<file path="src/rtl/instruction_fetch_stage.sv">
// rtl/instruction_fetch_stage.sv - IF stage: fetch PC, single-outstanding imem handshake, IF/ID register
// Squashes wrong-path words after a redirect and parks a returning word in a skid buffer during stalls.
module instruction_fetch_stage #(
  parameter logic [63:0] RESET_PC = 64'd0,
  parameter logic [31:0] NOP_ENC  = 32'hD503201F
) (
  input  logic        clk,
  input  logic        reset,
  input  logic        Stall,
  input  logic        BrTaken,
  input  logic [63:0] realBranchingAddr,
  output logic        imem_req,
  output logic [63:0] imem_addr,
  input  logic        imem_ready,
  input  logic        imem_rvalid,
  input  logic [31:0] imem_rdata,
  output logic [31:0] instruction,
  output logic [63:0] PC,
  output logic        InstrValid
);

  typedef enum logic [1:0] {FETCH, WAIT, HOLD} stateT;

  stateT       state, stateNext;
  logic [63:0] fetchPc, reqPc, skidPc;
  logic [31:0] skidInstr;
  logic        discard;
  logic        redirect, accept;
  logic        loadWord, loadSkid, toSkid, setDiscard, clrDiscard;

  assign redirect  = BrTaken & ~Stall;
  assign accept    = imem_req & imem_ready;
  assign imem_addr = fetchPc;

  always_comb begin
    stateNext  = state;
    imem_req   = 1'b0;
    loadWord   = 1'b0;
    loadSkid   = 1'b0;
    toSkid     = 1'b0;
    setDiscard = 1'b0;
    clrDiscard = 1'b0;
    case (state)
      FETCH: begin
        imem_req = ~Stall & ~BrTaken;
        if (accept) stateNext = WAIT;
      end
      WAIT: begin
        if (!imem_rvalid) begin
          if (redirect) setDiscard = 1'b1;
        end else if (discard) begin
          clrDiscard = 1'b1;
          stateNext  = FETCH;
        end else if (Stall) begin
          toSkid    = 1'b1;
          stateNext = HOLD;
        end else if (redirect) begin
          stateNext = FETCH;
        end else begin
          // Back-to-back: next request goes out in the same cycle the word lands.
          loadWord  = 1'b1;
          imem_req  = 1'b1;
          stateNext = accept ? WAIT : FETCH;
        end
      end
      HOLD: begin
        if (!Stall) begin
          loadSkid  = 1'b1;
          stateNext = FETCH;
        end
      end
      default: stateNext = FETCH;
    endcase
    if (reset) imem_req = 1'b0;
  end

  always_ff @(posedge clk or posedge reset) begin
    if (reset) begin
      state       <= FETCH;
      fetchPc     <= RESET_PC;
      reqPc       <= 64'd0;
      discard     <= 1'b0;
      skidInstr   <= 32'd0;
      skidPc      <= 64'd0;
      instruction <= NOP_ENC;
      PC          <= 64'd0;
      InstrValid  <= 1'b0;
    end else begin
      state <= stateNext;
      if (redirect)    fetchPc <= realBranchingAddr;
      else if (accept) fetchPc <= fetchPc + 64'd4;
      if (accept) reqPc <= fetchPc;
      if (setDiscard)      discard <= 1'b1;
      else if (clrDiscard) discard <= 1'b0;
      if (toSkid) begin
        skidInstr <= imem_rdata;
        skidPc    <= reqPc;
      end
      // A redirect always wins over loading a word, so the wrong path never reaches decode.
      if (redirect) begin
        instruction <= NOP_ENC;
        PC          <= 64'd0;
        InstrValid  <= 1'b0;
      end else if (loadWord) begin
        instruction <= imem_rdata;
        PC          <= reqPc;
        InstrValid  <= 1'b1;
      end else if (loadSkid) begin
        instruction <= skidInstr;
        PC          <= skidPc;
        InstrValid  <= 1'b1;
      end
    end
  end

endmodule

</file>
<file path="config.mk">
export PLATFORM = sky130hd
export DESIGN_NAME = instruction_fetch_stage
export DESIGN_NICKNAME = d
export VERILOG_FILES = /design/src/rtl/instruction_fetch_stage.sv
export SDC_FILE = /design/constraint.sdc
export NUM_CORES = 1
export LEC_CHECK = 0
export BUFFER_PORTS_ARGS = -buffer_cell sky130_fd_sc_hd__buf_2
export CORE_ASPECT_RATIO = 2
export CORE_UTILIZATION = 45
export DETAILED_ROUTE_END_ITERATION = 10
export PLACE_DENSITY_LB_ADDON = 0.1
export SLEW_MARGIN = 20
export SYNTH_ARGS = -nofsm -noshare
export SYNTH_HDL_FRONTEND = slang
export SYNTH_SLANG_ARGS = --single-unit
</file>
<file path="constraint.sdc">
create_clock -name clk -period 19.9 [get_ports clk]
set_input_delay 0.995 -clock clk [delete_from_list [all_inputs] [get_ports clk]]
set_output_delay 0.995 -clock clk [all_outputs]
set_load 0.005 [all_outputs]
</file>
# Word level (Yosys, flattened, before mapping)
# Index checks and enable logic that the tools add are counted.
[classes] addsub=1 eq_ne=5 reduce_logical=5 bitwise_logic=5 muxes=40
[ops] cell="64-bit 2-to-1 mux" count=5
[ops] cell="32-bit 2-to-1 mux" count=3
[ops] cell="64-bit by 3-bit adder with 64-bit output (second input constant)" count=1
[ops] cell="1-bit 2-to-1 mux" count=25
[ops] cell="2-bit 2-to-1 mux" count=5
[ops] cell="2-bit inequality test (second input constant)" count=3
[ops] cell="2-bit case mux with 3 select lines" count=1
[ops] cell="2-bit nonzero test" count=2
[ops] cell="1-bit AND" count=3
[ops] cell="3-bit AND reduction" count=1
[ops] cell="3-bit nonzero test" count=1
[ops] cell="2-bit by 1-bit == test with 1-bit output (second input constant)" count=1
[ops] cell="2-bit == test (second input constant)" count=1
[ops] cell="2-bit zero test" count=1
[ops] cell="1-bit inverter" count=2
[ops] cell="1-bit case mux with 2 select lines" count=1
[totals] output_inout_bits=162 regBits=324 in_bits=102 word_cells=65

# Depth between registers and ports, before layout
[depth] word_depth=15 ltp_mapped=8 mapped_depth_nobuf=6

# Least setup slack after synthesis
# No wires, ideal clock.
[synth_path] path_kind="input to register" start="input Stall" end="register fetchPc[43] (netlist: imem_addr[43])" path_stages=6 setup_time_ns=0.082 t_arrival_ns=2.844 path_slack_ns=16.974 t_required_ns=19.818 path_buffers=1 path_cell_list="buf_2 or4_4 a2111oi_0 nand4_1 or3_1 a31oi_1"
[synth_via] elab_chain_cells=10 elab_cells_between_ends=12 cone_classes="mux: 7; bitwise: 4; reduce/logical: 1"
[synth_lines] element="from (decl)" line_no="9" rtl="input logic Stall,"
[synth_lines] element="1-bit inverter" line_no="31, 45"
[synth_lines] element="1-bit AND" line_no="31" rtl="assign redirect = BrTaken & ~Stall;"
[synth_lines] element="1-bit 2-to-1 mux" line_no="57" rtl="end else if (redirect) begin"
[synth_lines] element="1-bit 2-to-1 mux" line_no="54" rtl="end else if (Stall) begin"
[synth_lines] element="1-bit 2-to-1 mux" line_no="51" rtl="end else if (discard) begin"
[synth_lines] element="1-bit 2-to-1 mux" line_no="49" rtl="if (!imem_rvalid) begin"
[synth_lines] element="1-bit case mux with 2 select lines" line_no="43" rtl="case (state)"
[synth_lines] element="1-bit 2-to-1 mux" line_no="74" rtl="if (reset) imem_req = 1'b0;"
[synth_lines] element="1-bit AND" line_no="32" rtl="assign accept = imem_req & imem_ready;"
[synth_lines] element="2-bit nonzero test (no source line)"
[synth_lines] element="to (signal assigned)" line_no="90" rtl="if (redirect) fetchPc <= realBranchingAddr;"
[synth_lines] element="to (signal assigned)" line_no="91" rtl="else if (accept) fetchPc <= fetchPc + 64'd4;"
[synth_lines] element="to (decl)" line_no="25" rtl="logic [63:0] fetchPc, reqPc, skidPc;"
# Several ways; a longest one is shown, not always the timed one.
# A chain may end at the register's enable or synchronous reset.

# Worst setup path after layout
[layout_path] start="input BrTaken" end="register fetchPc[21] (netlist: imem_addr[21])"
[layout_via] elab_chain_cells=9 elab_cells_between_ends=12 cone_classes="mux: 7; bitwise: 4; reduce/logical: 1"
[layout_lines] element="from (decl)" line_no="10" rtl="input logic BrTaken,"
[layout_lines] element="1-bit AND" line_no="31"
[layout_lines] element="1-bit 2-to-1 mux" line_no="57"
[layout_lines] element="1-bit 2-to-1 mux" line_no="54"
[layout_lines] element="1-bit 2-to-1 mux" line_no="51"
[layout_lines] element="1-bit 2-to-1 mux" line_no="49"
[layout_lines] element="1-bit case mux with 2 select lines" line_no="43"
[layout_lines] element="1-bit 2-to-1 mux" line_no="74"
[layout_lines] element="1-bit AND" line_no="32"
[layout_lines] element="2-bit nonzero test (no source line)"
# Several ways; a longest one is shown, not always the timed one.

==> results by stage <==
Run status:
- The run finished with clean final reports.

Route:
- The number of DRC violations after detailed-routing iteration 0 is 600.
- The DRC violation count after routing is 0.
- The number of detailed-routing iterations run before antenna repair is 6.
- The per-cell via count in the routed design is 5.59.
- The via total after detailed routing is 11375.
- The routed design has 40800 um of wire.
- The detail route stage leaves a number of antenna-violating nets equal to 0.
- In the final routed layout, each cell accounts on average for 20.1 um.

Placement:
- The routability-driven placement congestion ratio is 0.790.
- In this run the tool buffered the top-level ports with 263 buffer cells.
- The half-perimeter wire length of the detailed placement result is 26600 um.
- The area of placed instances is 16200 um2.
- Including well taps, the total number of placed cells is 1977.
- OpenSTA, run right after detailed placement, puts the worst setup slack at 15.76 ns.

Synthesis:
- The share of the synthesized area in the top cell type is 53.3%.
- The number of enable flip-flop cells after synthesis is 0.
- The combined area of all synthesized cells is 14600 um2.
- Of all cell types, the one taking the most synthesized area is dfrtp_1.
- Summing the areas of all and, or, nand and nor instances in the mapped netlist gives 15.9% of the synthesized area.
- After Yosys synthesis, full adders, half adders and majority gates account for 0.0858% of the synthesized area.
- The synthesized netlist devotes 10.7% of its cell area to compound gates.
- The number of standard cells after synthesis is 1373.
- After Yosys synthesis, XOR and XNOR cells account for 0.720% of the synthesized area.
- The multiplexer share of the synthesized area is 14.2%.
- The register bit total from synthesis is 324.
- When the netlist entered floorplanning its net count stood at 1476.
- The fraction of registers with async set/reset is 100%.
- The average cell area after synthesis is 10.6 um2.
- The commonest cells after synthesis are 316 x nand2_1, 311 x dfrtp_1, 99 x mux2i_1, 97 x o31ai_1, 96 x mux2_2.
- By area, the combinational part of the netlist is dominated by simple AND/OR/NAND/NOR gates.
- The dominant register cell in the synthesized netlist is dfrtp_1.
- Among all cell types in the netlist, the one instantiated most often is nand2_1.
- By area the synthesized netlist is led by dfrtp_1 53%, nand2_1 8.1%, mux2_2 7.4%, mux2i_1 6.8%, o31ai_1 5.0%.
- The number of warning messages in the yosys log is 0.
- The count of distinct cell types in the synthesized netlist is 55.
- The portion of the post-synthesis area used by sequential elements is 55.7%.

CTS:
- The insertion delay of the later-clocked pin in the worst-skew pair is 0.56 ns.
- In this run the number of H-tree levels came out at 1.
- The cell at the root of the clock tree is clkbuf_16.
- The number of CTS-inserted buffers is 30.
- TritonCTS built the clock tree.
- The clock drives 324 sinks.
- Clock-pin slew was measured on the worst setup and hold paths at 0.07 ns.
- The clock passes through at most 3 buffers.
- The number of hold buffers added after CTS is 0.
- The number of post-CTS setup repair buffers is 0.
- The number of instances resized during post-cts repair is 0.

STA:
- For the pin with the worst max-slew slack, the measured transition is 1.10 ns.
- Once routing completed, OpenROAD measured the worst setup slack at 16.38 ns.
- Setup repair after global routing left no endpoint under its margin.
- The share of the clock period used by the worst path after layout is 17.7%.
- In this run the tightest slew margin relative to its limit is 26.6%.
- The worst path in the final design needs a cycle of 3.52 ns, including I/O delays and setup.
- Timing would allow up to 284 MHz.
- Hold timing on the final database bottoms out at a slack of 0.467 ns.
- The number of slew-limit violations in the final report is 0.
- The setup violation total in the final timing report is 0.
- The count of final hold-check violations came to 0.
- Between clock sinks in the finished design, the worst skew comes to 0.0105 ns.
- In the final timing run, aggregate negative setup slack is 0 ns.

Global route:
- The via count of the first global-routing pass is 11391.
- Global routing used 25.2% of the available tracks.
- Global routing finished with a remaining overflow of 0.
- The initial antenna violation count is 4.
- Entering global routing, the biggest net connects 193 pins.
- The global-route wire length before repair is 64300 um.

Power and ir drop:
- IR analysis of the VDD net gives a maximum drop of 0.0765 mV.
- Dividing total power by cell area gives a power density of 111 nW/um2.
- The analysis attributes to cell leakage a power of 8.76 nW.

Die:
- In this run the count of I/O pins placed on the die edge is 264.
- The die covers 33200 um2.
- The core region is 31700 um2.
- Once the floorplan was initialized, standard cells occupied 46.1% of the core.
- The number of rows created at floorplan is 92.
- The die is 129 um wide.
- The die is 257 um tall.

Critical path:
- Along the worst path, the maximum fanout reaches 84.
- On the worst path, the slowest cell contributes a delay of 0.88 ns.
- STA classifies the critical path endpoint as a register.
- For the worst setup path, the data required time is 20.33 ns.
- Data arrives at the worst endpoint at 3.95 ns.
- The critical path class is in -> reg.
- The signal on the critical path passes through buf_2 > nor2b_4 > buf_4 > buf_4 > nor2_1 > o21ai_0 > o311ai_1.
- The cell with the biggest individual delay on the critical path is buf_4.
- The worst setup path is launched from a primary input.
- Among the stages of the critical path, the cell type that occurs most often is buf_4.

Flow run:
- The max-capacitance violation count is 0.

Min path:
- The class of the tightest hold or removal check is reg -> reg.

Cells and area:
- The cell area after layout is 17400 um2.
- Leaving out filler cells and counting taps, the final layout contains 2036.
- The fraction of final layout cells sized beyond drive strength 1 is 28.3%.
- The number of fillers in the final layout is 2875.
- From synthesis to final layout, the design area changed by 19.0%.
- The total number of nets in the final design is 1690.
## final timing paths
check / to / slack, ns / from / cells after the start
max: imem_addr[21] / 16.38 / BrTaken / 7
min: PC[14] / 0.47 / PC[14] / 2
max reg2reg: imem_addr[58] / 16.43 / imem_addr[16] / 5
min reg2reg: PC[14] / 0.47 / PC[14] / 2
max in group asynchronous: PC[28] / 17.68 / reset / 4
min in group asynchronous: reqPc[47] / 0.63 / reset / 2
## cell type report
class | count | area [um2] | share of cell area [%]
Timing Repair Buffer | 275 | 1440 | 8.29
Antenna cell | 3 | 7.51 | 0.0432
Sequential cell | 324 | 8120 | 46.8
Tap cell | 423 | 529 | 3.05
Clock inverter | 13 | 196 | 1.13
Clock buffer | 42 | 897 | 5.17
Inverter | 12 | 52.6 | 0.303
Multi-Input combinational cell | 944 | 6120 | 35.2
## routing by layer
layer	vias up	wire length [um]	part of all wire (%)	global-route usage, %
met5	-	21	0.051	0
met4	4	1280	3.1	9.22
met3	70	1780	4.4	3.11
met2	303	21900	54	45.7
met1	5661	15900	39	29.8
li1	5337	-	-	-
## worst max-delay path, delay by kind of cell
kind                   cells  cell delay (ns)
buffers and inverters      3             1.54
and+or+nand+nor            2             1.00
AOI/OAI and AO/OA          2             0.39
## report_power, final
part,internal [mW],leakage [nW],switching (mW)
combinational,0.178,4.12,0.175
sequential,0.826,4.10,0.117
clock,0.378,0.541,0.260
total,1.38,8.76,0.552
## kinds of logic (layout without fill, tap and decap cells)
family                   after synthesis  after routing
AO/OA/AOI/OAI                        220            220
XOR/XNOR                              12             12
adder cells (fa/ha/maj)                1              1
AND/OR/NAND/NOR                      516            516
multiplexers                         195            195
other                                  0              3
flip-flops                           324            324
buffers and inverters                105            342
## sequential cells by signal (all words and copies together) (netlist names)
register	count
PC	64
imem_addr	64
reqPc	64
skidPc	64
instruction	32
skidInstr	32
state	2
InstrValid	1
discard	1
## cells in the final DEF (no fill, tap or decap), types with 13 or more instances in the layout
cell type  instances
or3_1             14
nand2_1          314
or4_1             16
dfstp_2           13
buf_2            263
mux2_2            96
nor2_1            67
o21ai_1           13
nand3_1           21
dfrtp_1          311
o21ai_0           18
a31oi_1           37
mux2i_1           99
o31ai_1           97
nand4_1           28
clkbuf_16         31
## stage by stage
step                      power [mW]  util [%]
after floorplan                 1.15         -
after global placement          1.30      51.3
after detailed placement        1.31      51.3
after CTS                       1.96      54.7
after global routing            2.04      54.8
final                           1.93      54.8
(Power assumes the default switching activity.)
